## config.mk

```make
export PLATFORM = sky130hd
export DESIGN_NAME = pipe_stage_reg
export DESIGN_NICKNAME = d
export VERILOG_FILES = /design/src/rtl/pipe_stage_reg.sv
export SDC_FILE = /design/constraint.sdc
export NUM_CORES = 1
export LEC_CHECK = 0
export ABC_AREA = 1
export CAP_MARGIN = 5
export CELL_PAD_IN_SITES_DETAIL_PLACEMENT = 1
export CELL_PAD_IN_SITES_GLOBAL_PLACEMENT = 1
export CORE_MARGIN = 2
export CORE_UTILIZATION = 31
export CTS_BUF_LIST = sky130_fd_sc_hd__clkbuf_8 sky130_fd_sc_hd__clkbuf_16
export CTS_CLUSTER_DIAMETER = 30
export DETAILED_ROUTE_END_ITERATION = 7
export MAX_ROUTING_LAYER = met4
export PLACE_DENSITY = 0.95
export SKIP_LAST_GASP = 1
export SLEW_MARGIN = 20
export SYNTH_ARGS = -nofsm -noshare
export SYNTH_HDL_FRONTEND = slang
export SYNTH_SLANG_ARGS = --single-unit
export TNS_END_PERCENT = 50
```

## constraint.sdc

```tcl
create_clock -name clk -period 2.9 [get_ports clk]
set_input_delay 0.29 -clock clk [delete_from_list [all_inputs] [get_ports clk]]
set_output_delay 0.29 -clock clk [all_outputs]
set_load 0.01 [all_outputs]
```

## src/rtl/pipe_stage_reg.sv

```systemverilog
// Pipeline-stage register with valid/ready handshake, flush and gated ctrl.
// Define PIPE_SKID_EN for a 2-entry skid buffer with a registered in_ready.
module pipe_stage_reg #(
    parameter int DATA_W = 32,
    parameter int CTRL_W = 5
) (
    input  logic              clk,
    input  logic              rst,
    input  logic              flush,
    input  logic              in_valid,
    output logic              in_ready,
    input  logic [DATA_W-1:0] in_data,
    input  logic [CTRL_W-1:0] in_ctrl,
    output logic              out_valid,
    input  logic              out_ready,
    output logic [DATA_W-1:0] out_data,
    output logic [CTRL_W-1:0] out_ctrl,
    output logic [1:0]        occupancy
);

    typedef enum logic [1:0] {
        EMPTY = 2'd0,
        ONE   = 2'd1,
        TWO   = 2'd2
    } state_e;

    state_e            state_q, state_d;
    logic [DATA_W-1:0] main_data_q, main_data_d;
    logic [CTRL_W-1:0] main_ctrl_q, main_ctrl_d;
    logic              in_fire, out_fire;

    assign out_valid = (state_q != EMPTY);
    assign in_fire   = in_valid && in_ready;
    assign out_fire  = out_valid && out_ready;
    assign out_data  = main_data_q;
    // An empty stage must never assert a write or branch downstream.
    assign out_ctrl  = out_valid ? main_ctrl_q : '0;

`ifdef PIPE_SKID_EN

    logic [DATA_W-1:0] skid_data_q, skid_data_d;
    logic [CTRL_W-1:0] skid_ctrl_q, skid_ctrl_d;
    logic              in_ready_q, in_ready_d;

    assign in_ready  = in_ready_q;
    assign occupancy = state_q;

    always_comb begin
        state_d     = state_q;
        main_data_d = main_data_q;
        main_ctrl_d = main_ctrl_q;
        skid_data_d = skid_data_q;
        skid_ctrl_d = skid_ctrl_q;
        if (flush) begin
            state_d = EMPTY;
        end else begin
            unique case (state_q)
                EMPTY: begin
                    if (in_fire) begin
                        main_data_d = in_data;
                        main_ctrl_d = in_ctrl;
                        state_d     = ONE;
                    end
                end
                ONE: begin
                    if (in_fire && out_fire) begin
                        main_data_d = in_data;
                        main_ctrl_d = in_ctrl;
                    end else if (in_fire) begin
                        skid_data_d = in_data;
                        skid_ctrl_d = in_ctrl;
                        state_d     = TWO;
                    end else if (out_fire) begin
                        state_d = EMPTY;
                    end
                end
                TWO: begin
                    if (out_fire) begin
                        main_data_d = skid_data_q;
                        main_ctrl_d = skid_ctrl_q;
                        state_d     = ONE;
                    end
                end
                default: state_d = EMPTY;
            endcase
        end
        // Registered ready: decided from next state, never from out_ready.
        in_ready_d = (state_d != TWO);
    end

    always_ff @(posedge clk or posedge rst) begin
        if (rst) begin
            skid_data_q <= '0;
            skid_ctrl_q <= '0;
            in_ready_q  <= 1'b1;
        end else begin
            skid_data_q <= skid_data_d;
            skid_ctrl_q <= skid_ctrl_d;
            in_ready_q  <= in_ready_d;
        end
    end

`else

    assign in_ready  = !out_valid || out_ready;
    assign occupancy = {1'b0, out_valid};

    always_comb begin
        state_d     = state_q;
        main_data_d = main_data_q;
        main_ctrl_d = main_ctrl_q;
        if (flush) begin
            state_d = EMPTY;
        end else begin
            unique case (state_q)
                EMPTY, ONE: begin
                    if (in_fire) begin
                        main_data_d = in_data;
                        main_ctrl_d = in_ctrl;
                        state_d     = ONE;
                    end else if (out_fire) begin
                        state_d = EMPTY;
                    end
                end
                default: state_d = EMPTY;
            endcase
        end
    end

`endif

    always_ff @(posedge clk or posedge rst) begin
        if (rst) begin
            state_q     <= EMPTY;
            main_data_q <= '0;
            main_ctrl_q <= '0;
        end else begin
            state_q     <= state_d;
            main_data_q <= main_data_d;
            main_ctrl_q <= main_ctrl_d;
        end
    end

endmodule

```

# Word level (Yosys, flattened, before mapping)

Index checks and enable logic that the tools add are counted.

Bits in registers: 39
Bits in latches: 0
Bits in writable memories: 0
Bits in read-only memories: 0
Memories: 0

Add/sub/neg operators: 0
Multipliers: 0
Div/mod/pow operators: 0
$lt $le $gt $ge: 0
Eq/ne operators: 2
Shift operators: 0
Multiplexer cells: 5
Bitwise logic cells: 1
Reduce and logical (&&, ||, !) cells: 8

Operators with widths:

| operator                                             | number |
|---|---|
| two-way mux 2 bit                                    | 4 |
| two-way mux 5 bit                                    | 1 |
| inequality test 4 bit (second input constant)        | 1 |
| AND reduction 3 bit                                  | 1 |
| equality test 2 x 1 -> 1 bit (second input constant) | 1 |
| logical AND 1 bit                                    | 2 |
| zero test 2 bit                                      | 1 |
| nonzero test 2 bit                                   | 1 |
| OR reduction 2 bit                                   | 1 |
| zero test 1 bit                                      | 1 |
| logical OR 1 bit                                     | 1 |
| inverter 1 bit                                       | 1 |

# Longest topological paths before layout

Gate-level depths: netlist of the first run.

Depth in word-level cells: 7
Mapped depth: 6
Mapped depth without buffers: 5

# Worst setup path after synthesis of the first run

Ideal clock, no wire load.

Kind: register to register
Start: register state_q[0]
End: register main_data_q[10] (netlist: out_data[10])
Setup time: 0.117 ns
Data arrival time: 0.995 ns
Slack: 1.788 ns
Stages on the path, launching flop included: 6
Buffers on the path: 2
Period minus slack after synthesis: 1.112 ns
Cell sequence: dfrtp_1 -> nand2_2 -> buf_6 -> buf_6 -> nand3_2 -> nand2_1

Longest elaborated chain between the ends: 5
Elaborated cells between the ends (all ways): 8
Classes of those cells: 1 x eq/ne; 7 x reduce/logical

RTL lines:

| item                                     | line | RTL |
|---|---|---|
| start: declaration                       | 27   | `state_e state_q, state_d;` |
| start signal: assignment                 | 138  | `state_q <= state_d;` |
| nonzero test 2 bit                       | 32   | `assign out_valid = (state_q != EMPTY);` |
| zero test 1 bit                          | 105  | `assign in_ready = !out_valid \|\| out_ready;` |
| logical OR 1 bit                         | 105  |  |
| logical AND 1 bit                        | 33   | `assign in_fire = in_valid && in_ready;` |
| AND reduction 3 bit (no source line) (*) | -    |  |
| end signal: assignment                   | 139  | `main_data_q <= main_data_d;` |
| end: declaration                         | 28   | `logic [DATA_W-1:0] main_data_q, main_data_d;` |

Every way passes the cells marked *; elsewhere a longest branch is shown, timed or not.
A chain may end at the register's enable or synchronous reset.

# Final worst setup path of the first run

Start: register state_q[0]
End: output port in_ready

Longest elaborated chain between the ends: 3

RTL lines:

| item               | line | RTL |
|---|---|---|
| nonzero test 2 bit | 32   |  |
| zero test 1 bit    | 105  |  |
| logical OR 1 bit   | 105  |  |
| end: declaration   | 11   | `output logic in_ready,` |

Every way passes these cells.

==> results of run 1 <==
final cells by class:
cell class / count / area (um2) / share of cell area
Clock buffer: 6 / 82.58 / 0.03159
Clock inverter: 2 / 60.06 / 0.02298
Inverter: 8 / 30.03 / 0.01149
Multi-Input combinational cell: 121 / 569.3 / 0.2178
Sequential cell: 38 / 950.9 / 0.3638
Tap cell: 70 / 87.58 / 0.03351
Timing Repair Buffer: 84 / 833.3 / 0.3188
cell families after synthesis:
group                  after synthesis
buffers and inverters               21
flip-flops                          38
AO/OA/AOI/OAI                        1
other                                1
AND/OR/NAND/NOR                    119
layer usage:
layer,track usage,vias to the layer above
met3,0.03882,6
li1,-,714
met2,0.3017,51
met4,0.04821,0
met1,0.2026,699
met5,-,-
cells in the final DEF, fill, tap and decap left out:
cell / synthesis / final
clkdlybuf4s50_1: 0 / 81
nand2_1: 79 / 79
dfrtp_1: 38 / 38
nand3_1: 27 / 27
nand3_2: 10 / 10
inv_1: 8 / 8
clkbuf_8: 0 / 6
buf_4: 5 / 3
bufinv_16: 0 / 2
nor2_4: 1 / 1
nand2_2: 1 / 1
nand2_4: 1 / 1
a21oi_1: 1 / 1
conb_1: 1 / 1
state kept, by name, indices dropped and copies added (netlist names):
| signal | count |
|---|---|
| main_ctrl_q | 5 |
| out_data | 32 |
| state_q | 1 |
how the worst max path moves through the flow:
| stage | start | end | slack [ns] | depth (start not counted) |
|---|---|---|---|---|
| after detailed placement | out_ready | in_ready | 0.86 | 4 |
| after global placement | out_ready | in_ready | 0.86 | 4 |
| after CTS | state_q[0]$_DFFE_PP0P_ | in_ready | 0.78 | 2 |
| after global routing | state_q[0]$_DFFE_PP0P_ | in_ready | 0.72 | 2 |
| after floorplan | rst | main_ctrl_q[0]$_DFFE_PP0P_ | 1.75 | 1 |
| final | state_q[0]$_DFFE_PP0P_ | in_ready | 0.82 | 2 |
critical path, cell delays in order, from the launching register on:
cell and delay (ns):
dfrtp_1 0.48, nand2_2 0.40, clkdlybuf4s50_1 0.62
power groups by stage:
| stage | Combinational [mW] | Sequential (mW) | Clock [mW] |
|---|---|---|---|
| final | 0.365 | 0.650 | 0.558 |
| after global routing | 0.399 | 0.660 | 0.593 |
| after CTS | 0.372 | 0.651 | 0.573 |
| after detailed placement | 0.371 | 0.660 | 0 |
| after global placement | 0.358 | 0.655 | 0 |
| after floorplan | 0.115 | 0.686 | 0 |
through the flow:
| stage | cells | hold slack, ns |
|---|---|---|
| after floorplan | 180 | 0.3531 |
| after global placement | 321 | 0.4536 |
| after detailed placement | 321 | 0.4580 |
| after CTS | 329 | 0.4514 |
| after global routing | 329 | 0.4773 |
| final | 329 | 0.4420 |
==> impl_metrics.toml, run 1 <==
[synth]
synth_enable_flop_cells = 0
synth_area_leaders = "dfrtp_1 57%, nand2_1 18%, nand3_1 8.1%"
synth_top_family_by_area = "simple AND/OR/NAND/NOR gates"
synth_common_cells = "79 x nand2_1, 38 x dfrtp_1, 27 x nand3_1, 10 x nand3_2, 8 x inv_1"
syn_inst = 180
synth_top_area_share = 0.5710
yosys.area.top_type = "dfrtp_1"
ys_seq_area_frac = 0.5710
ys.flop_type = "dfrtp_1"
synth_compound_area_frac = 0.003005
synth_most_common_cell = "nand2_1"
muxShareOfSynthArea = 0
syn-cell-area_um2 = 1665
yosys_warnings = 0
ys_ff_latch = 38
yosys.area_share.simple = 0.3366
synthArstFlopShare = 1.000
synth_xor_area_frac = 0
synthAdderAreaFrac = 0
synth.avg_cell_area_um2 = 9.252
ys_types = 13
synth_fp_nets = 222

[placed_design]
dpl_worst_slack_ns = 0.8551
placed_cell_area_um2 = 2471
io_buffers = 81
dp_hpwl_um = 3435
place_congestion = 0.7109

[sta]
setup_viol = 0
final_max_slew_viol_count = 0
tightest_slew_ns = 0.5437
setup_tns_ns = 0
rsz0062_at_grt = "no"
max_freq_ghz = 0.4809
timing.final.crit_share = 0.7171
min_period_ns = 2.080
clock_skew_ns = 0.003272
slew_headroom = 0.6367
finalHoldViolCount = 0
layout_setup_ws_ns = 0.8203

[die]
core_um2 = 5140
die_w_um = 77.30
initial_utilization = 0.3240
die_h_um = 77.30
row_count = 26
dieArea_um2 = 5975
ios = 83

[worst_setup_path]
cp_data_arrival_time_ns = 1.79
startpoint_type = "register"
rr_worst_depth = 4
r2r_end = "out_data[29]$_DFFE_PP0P_"
worst-setup-path-type = "reg2out"
crit_required_ns = 2.61
rrSetupSlack_ns = 1.35
r2r-start = "state_q[0]$_DFFE_PP0P_"
end_kind = "primary output"
cp_max_fo = 18

[pwr]
clkPwrFrac = 0.355
p_sw_frac = 0.2505
peakVddDrop_uv = 241.9
p_comb_frac = 0.232
power_leakage_nw = 1.271
p_total_mw = 1.572
seqPwrFrac = 0.413
powerDensity_nw_per_um2 = 601.5
p_sw_uw = 393.8
internal_power_mw = 1.178

[final_layout]
layout-drive-gt1-share = 0.09266
diodes = 0
post-route-util = 0.5085
final_area_um2 = 2614
layout.nets = 300
synthToLayoutAreaGrowth_pct = 56.95
fill_cells = 610

[clock_tree]
cts_resized = 0
htreeDepth = 2
cts_tree = "yes"
cts_root_buf = "clkbuf_8"
cts_hold_buf = 0
clockBufferDepth = 2
insertion_delay_ns = 0.28
clkSinkCount = 38
cts_buffers = 5
path_clk_slew_ns = 0.08
cts_setup_buffers = 0

[detailed_routing]
top_layer_used = "met4"
drtPass1Iterations = 4
via_count = 1470
wl_um = 4720
wl_met1_um = 1984
dr_wl_met2_um = 2467
drc = 0
dr_wl_met3_um = 209
drt_iter0_drc = 40
wl_per_cell_um = 14.35
vias_per_cell = 4.468
ant_nets = 0

[status]
outcome = "finished clean"

[global_routing]
globalRoute.totalOverflow = 0
antenna_found_initial = 0
grt_pass1_wl_um = 7914
grt_use_total = 0.1739
grt_max_degree = 39
grt_pass1_vias = 1578

[worst_hold_path]
worstHoldPathType = "in2async"

[job]
maxCapViolCount = 0
(Power assumes the default switching activity.)
==> run 2: changes to the inputs <==
CORE_UTILIZATION = 26   (was 31)
PLACE_DENSITY = 0.87   (was 0.95)
clock period = 1.8 ns   (was 2.9 ns; I/O delays follow)
==> run 2 against run 1 <==
Sequential cell count did not move. Wire length decreased by 4.6%. Critical path type unchanged. Worst setup slack got worse by 0.70 ns. Die area rose by 18%. Clock power shrank 4.8%. Combinational power grew 62%. Largest cell class unchanged.
==> impl_metrics.toml, run 2 (same netlist as run 1, synthesis figures left out) <==
[sta]
min_period_ns = 1.678
clock_skew_ns = 0.005762
tightest_slew_ns = 0.7293
timing.final.crit_share = 0.9323
setup_tns_ns = 0
final_max_slew_viol_count = 0
finalHoldViolCount = 0
max_freq_ghz = 0.5959
layout_setup_ws_ns = 0.1219
rsz0062_at_grt = "no"
setup_viol = 0
hold_ws_ns = 0.2308
slew_headroom = 0.5108

[final_layout]
layout-drive-gt1-share = 0.08494
layout_common_cells = "80 x clkdlybuf4s50_1, 79 x nand2_1, 38 x dfrtp_1"
multi_input_area_um2 = 569.3
diodes = 0
post-route-util = 0.4148
final_cells = 336
synthToLayoutAreaGrowth_pct = 56.35
final_common_cell = "clkdlybuf4s50_1"
fill_cells = 724
register_area_um2 = 950.9
layout.nets = 301
largest_reg_flops = 32

[global_routing]
grtUsageMet3 = 0.02868
top_usage_layer = "met2"
grt_max_degree = 40
grt_use_total = 0.1392
globalRoute.totalOverflow = 0
antenna_found_initial = 0
grt.met1_usage = 0.1702
grt_pass1_wl_um = 7493
grt_pass1_vias = 1496
grt_util_met2 = 0.2330

[pwr]
p_sw_frac = 0.2758
p_sw_uw = 599.2
p_comb_frac = 0.273
peakVddDrop_uv = 306.9
clkPwrFrac = 0.244
power_leakage_nw = 1.264
seqPwrFrac = 0.483
internal_power_mw = 1.573
powerDensity_nw_per_um2 = 834.3

[status]
outcome = "finished clean"

[worst_setup_path]
r2r-start = "state_q[0]$_DFFE_PP0P_"
r2r_end = "out_data[19]$_DFFE_PP0P_"
rrSetupSlack_ns = 0.32
rr_worst_depth = 5
end_kind = "primary output"
cp_data_arrival_time_ns = 1.50
startpoint_type = "register"
worst-setup-path-type = "reg2out"
critPathSlowestCell = "dfrtp_1"
cp_slowest_stage_delay_ns = 0.53
path_cells = "nand2_1 -> inv_1 -> clkdlybuf4s50_1"
cp_max_fo = 8
crit_required_ns = 1.62

[detailed_routing]
via_count = 1449
drt_iter0_drc = 37
drc = 0
vias_per_cell = 4.313
ant_nets = 0
wl_um = 4505
drtPass1Iterations = 4
wl_per_cell_um = 13.41

[clock_tree]
clkSinkCount = 38
cts_hold_buf = 0
cts_buffers = 5
path_clk_slew_ns = 0.07
clockBufferDepth = 2
cts_tree = "yes"
htreeDepth = 2
insertion_delay_ns = 0.28
cts_root_buf = "clkbuf_8"

[die]
core_um2 = 6277
die_h_um = 84.03
dieArea_um2 = 7061
row_count = 29
die_w_um = 84.03
ios = 83
initial_utilization = 0.2653

[worst_hold_path]
worstHoldPathType = "in2async"

[job]
maxCapViolCount = 0

[placed_design]
io_buffers = 81
dp_hpwl_um = 3280
dpl_worst_slack_ns = 0.1623
place_inst = 329
place_congestion = 0.7152
-- run 2: changes by cell type in the layout (fill, tap and decap cells not counted) --
cell             change
inv_1                +1
bufinv_16            -2
clkbuf_8             -1
clkdlybuf4s50_1      -1
dlymetal6s2s_1       +1
clkinv_1             +1
buf_4                -2
buf_12               +3
-- run 2: final cells by class --
cell class                 count  area share
clock inverter                 2    0.002883
inverter                       8     0.01153
multi-input combinational    121      0.2186
tap                           77     0.03700
timing repair buffer          85      0.3383
sequential                    38      0.3652
clock buffer                   5     0.02643
-- run 2: how the worst max path moves through the flow --
stage | start | to | depth (start not counted) | slack, ns
after floorplan | state_q[0]$_DFFE_PP0P_ | out_data[10]$_DFFE_PP0P_ | 5 | 0.69
after global placement | out_ready | in_ready | 4 | 0.24
after detailed placement | out_ready | out_data[5]$_DFFE_PP0P_ | 7 | 0.16
after CTS | state_q[0]$_DFFE_PP0P_ | in_ready | 2 | 0.03
after global routing | state_q[0]$_DFFE_PP0P_ | out_ctrl[2] | 3 | 0.006
final | state_q[0]$_DFFE_PP0P_ | out_ctrl[4] | 3 | 0.12
-- run 2: metrics by stage --
stage | power [mW] | area (um2)
detailed placement | 1.668 | 2525
CTS | 2.218 | 2601
global route | 2.325 | 2604
finish | 2.172 | 2604
global placement | 1.648 | 2525
floorplan | 1.290 | 1665
-- run 2: power by group through the flow --
stage                     sequential, mW  clock (mW)  combinational (mW)
after global placement              1.06           0               0.584
after global routing                1.07       0.604               0.653
after floorplan                     1.10           0               0.185
after detailed placement            1.06           0               0.605
final                               1.05       0.531               0.593
after CTS                           1.05       0.562               0.606
-- run 2: what timing repair did --
action,CTS,global route
resized for setup,0,1
hold endpoints to repair,0,0
buffers inserted,0,0
setup endpoints to repair,0,1
-- run 2: worst max-delay path, delay by kind of cell, from the launching register on --
| family | cells | cell delay [ns] |
|---|---|---|
| flops | 1 | 0.53 |
| buf+inv | 2 | 0.60 |
| simple gates | 1 | 0.09 |
-- run 2: routing by layer --
metal / share of wire / vias to the layer above
met2: 0.51 / 56
met3: 0.051 / 4
met4: 0.0060 / 0
met1: 0.44 / 670
met5: 0 / -
li1: - / 719
==> run 3: changes to the inputs <==
SETUP_SLACK_MARGIN = 0.5   (was not set)
==> run 3 against run 2 <==
Die area did not move. Wire length increased by 22%. Clock power barely moved. Global-route usage increased by 0.51 points. First-iteration DRC count increased by 16%. Critical path depth fell by 2.
==> impl_metrics.toml, run 3 (same netlist as run 1, synthesis figures left out) <==
[status]
outcome = "finished clean"

[clock_tree]
cts_buffers = 5
insertion_delay_ns = 0.28
cts_tree = "yes"
cts_root_buf = "clkbuf_8"
cts_hold_buf = 0
clkSinkCount = 38
path_clk_slew_ns = 0.07
clockBufferDepth = 2
htreeDepth = 2

[global_routing]
grt_use_total = 0.1444
grt_pass1_vias = 1494
antenna_found_initial = 0
grt_pass1_wl_um = 7707
grt_max_degree = 40
globalRoute.totalOverflow = 0

[worst_setup_path]
end_kind = "primary output"
crit_buf_inv = 1
cp_max_fo = 2
worst-setup-path-type = "reg2out"
critPathTopFamily = "buffers and inverters"
crit_required_ns = 1.62
startpoint_type = "register"
cp_data_arrival_time_ns = 1.20
cp_slowest_stage_delay_ns = 0.54
critPathSlowestCell = "clkdlybuf4s50_1"
path_cells = "clkdlybuf4s50_1"

[final_layout]
layout-drive-gt1-share = 0.1606
layout_common_cells = "79 x nand2_1, 72 x clkdlybuf4s50_1, 37 x dfrtp_1"
diodes = 0
layout.nets = 316
final_common_cell = "nand2_1"
synthToLayoutAreaGrowth_pct = 69.72
largest_reg_flops = 32

[sta]
rsz0062_at_grt = "yes"
min_period_ns = 1.378
timing.final.crit_share = 0.7657
final_max_slew_viol_count = 0
tightest_slew_ns = 0.7351
slew_headroom = 0.5069
clock_skew_ns = 0.006921
max_freq_ghz = 0.7256
finalHoldViolCount = 0
setup_viol = 0
setup_tns_ns = 0

[die]
row_count = 29
initial_utilization = 0.2653
die_h_um = 84.03
ios = 83
dieArea_um2 = 7061
die_w_um = 84.03
core_um2 = 6277

[detailed_routing]
vias_per_cell = 4.427
drtPass1Iterations = 4
ant_nets = 0
wl_per_cell_um = 15.67
wl_um = 5500
drt_iter0_drc = 43
via_count = 1554
drc = 0

[worst_hold_path]
worstHoldPathType = "in2async"

[job]
maxCapViolCount = 0

[placed_design]
dp_hpwl_um = 3280
io_buffers = 81
place_congestion = 0.7152

[pwr]
peakVddDrop_uv = 304.0
p_total_mw = 2.239
powerDensity_nw_per_um2 = 792.3
power_leakage_nw = 1.394
[run 3: cell types whose count changed in the layout (fill, tap and decap cells not counted)]
cell,delta
clkdlybuf4s15_2,+1
nand2_2,-1
clkdlybuf4s50_1,-8
buf_12,+1
dlygate4sd2_1,+2
clkbuf_16,+3
dfrtp_2,+1
dfrtp_1,-1
nand2_4,-1
nand2_8,+5
buf_2,+4
buf_4,+7
buf_6,+2
[run 3: stage by stage]
step	setup WS, ns	instances	util	instance area, um2	hold slack, ns
3_5_place_dp	0.1623	329	0.4022	2525	0.4608
2_1_floorplan	0.6882	180	-	1665	0.2431
3_3_place_gp	0.2414	329	0.4022	2525	0.4549
6_report	0.4218	351	0.4503	2826	0.2299
5_1_grt	0.3639	351	0.4503	2826	0.2730
4_1_cts	0.3535	340	0.4186	2628	0.2490
[run 3: cell type report]
type                       count  area (um2)
timing repair buffer          97        1020
fill                         716        3451
inverter                       8       30.03
clock inverter                 2       7.507
tap                           77       96.34
sequential                    38       952.2
multi-input combinational    124       651.9
clock buffer                   5       68.82
[run 3: what timing repair did]
item	4_1_cts	5_1_grt
setup buffers	4	5
resized for setup	25	11
gates cloned	0	6
setup endpoints to repair	77	76
pin swaps	0	3
[run 3: report_power, final]
group          internal [mW]  leakage [nW]  switching (mW)  total, mW
combinational          0.373         0.878           0.284      0.657
clock                  0.255        0.0466           0.278      0.534
sequential             0.976         0.469          0.0721       1.05
total                   1.60          1.39           0.635       2.24
[run 3: final timing paths]
check                                    startpoint                          to  slack (ns)  cells after the start
min in group clk                         in_data[8]     out_data[8]$_DFFE_PP0P_        0.44                      3
min                                             rst     out_data[7]$_DFFE_PP0P_        0.23                      2
min reg2reg                out_data[13]$_DFFE_PP0P_    out_data[13]$_DFFE_PP0P_        0.47                      2
max in group asynchronous                       rst      state_q[0]$_DFFE_PP0P_        1.06                      3
max                         out_data[9]$_DFFE_PP0P_                 out_data[9]        0.42                      1
max reg2reg                  state_q[0]$_DFFE_PP0P_  main_ctrl_q[1]$_DFFE_PP0P_        0.57                      6
[run 3: layer usage]
layer  vias to the layer above  part of all wire  routed length [um]  global-route usage
met5                         -                 0                   0                   -
met4                         0            0.0084                  46             0.03959
met3                         4             0.047                 257             0.03066
met2                        59              0.50                2768              0.2424
met1                       732              0.44                2428              0.1758
li1                        759                 -                   -                   -
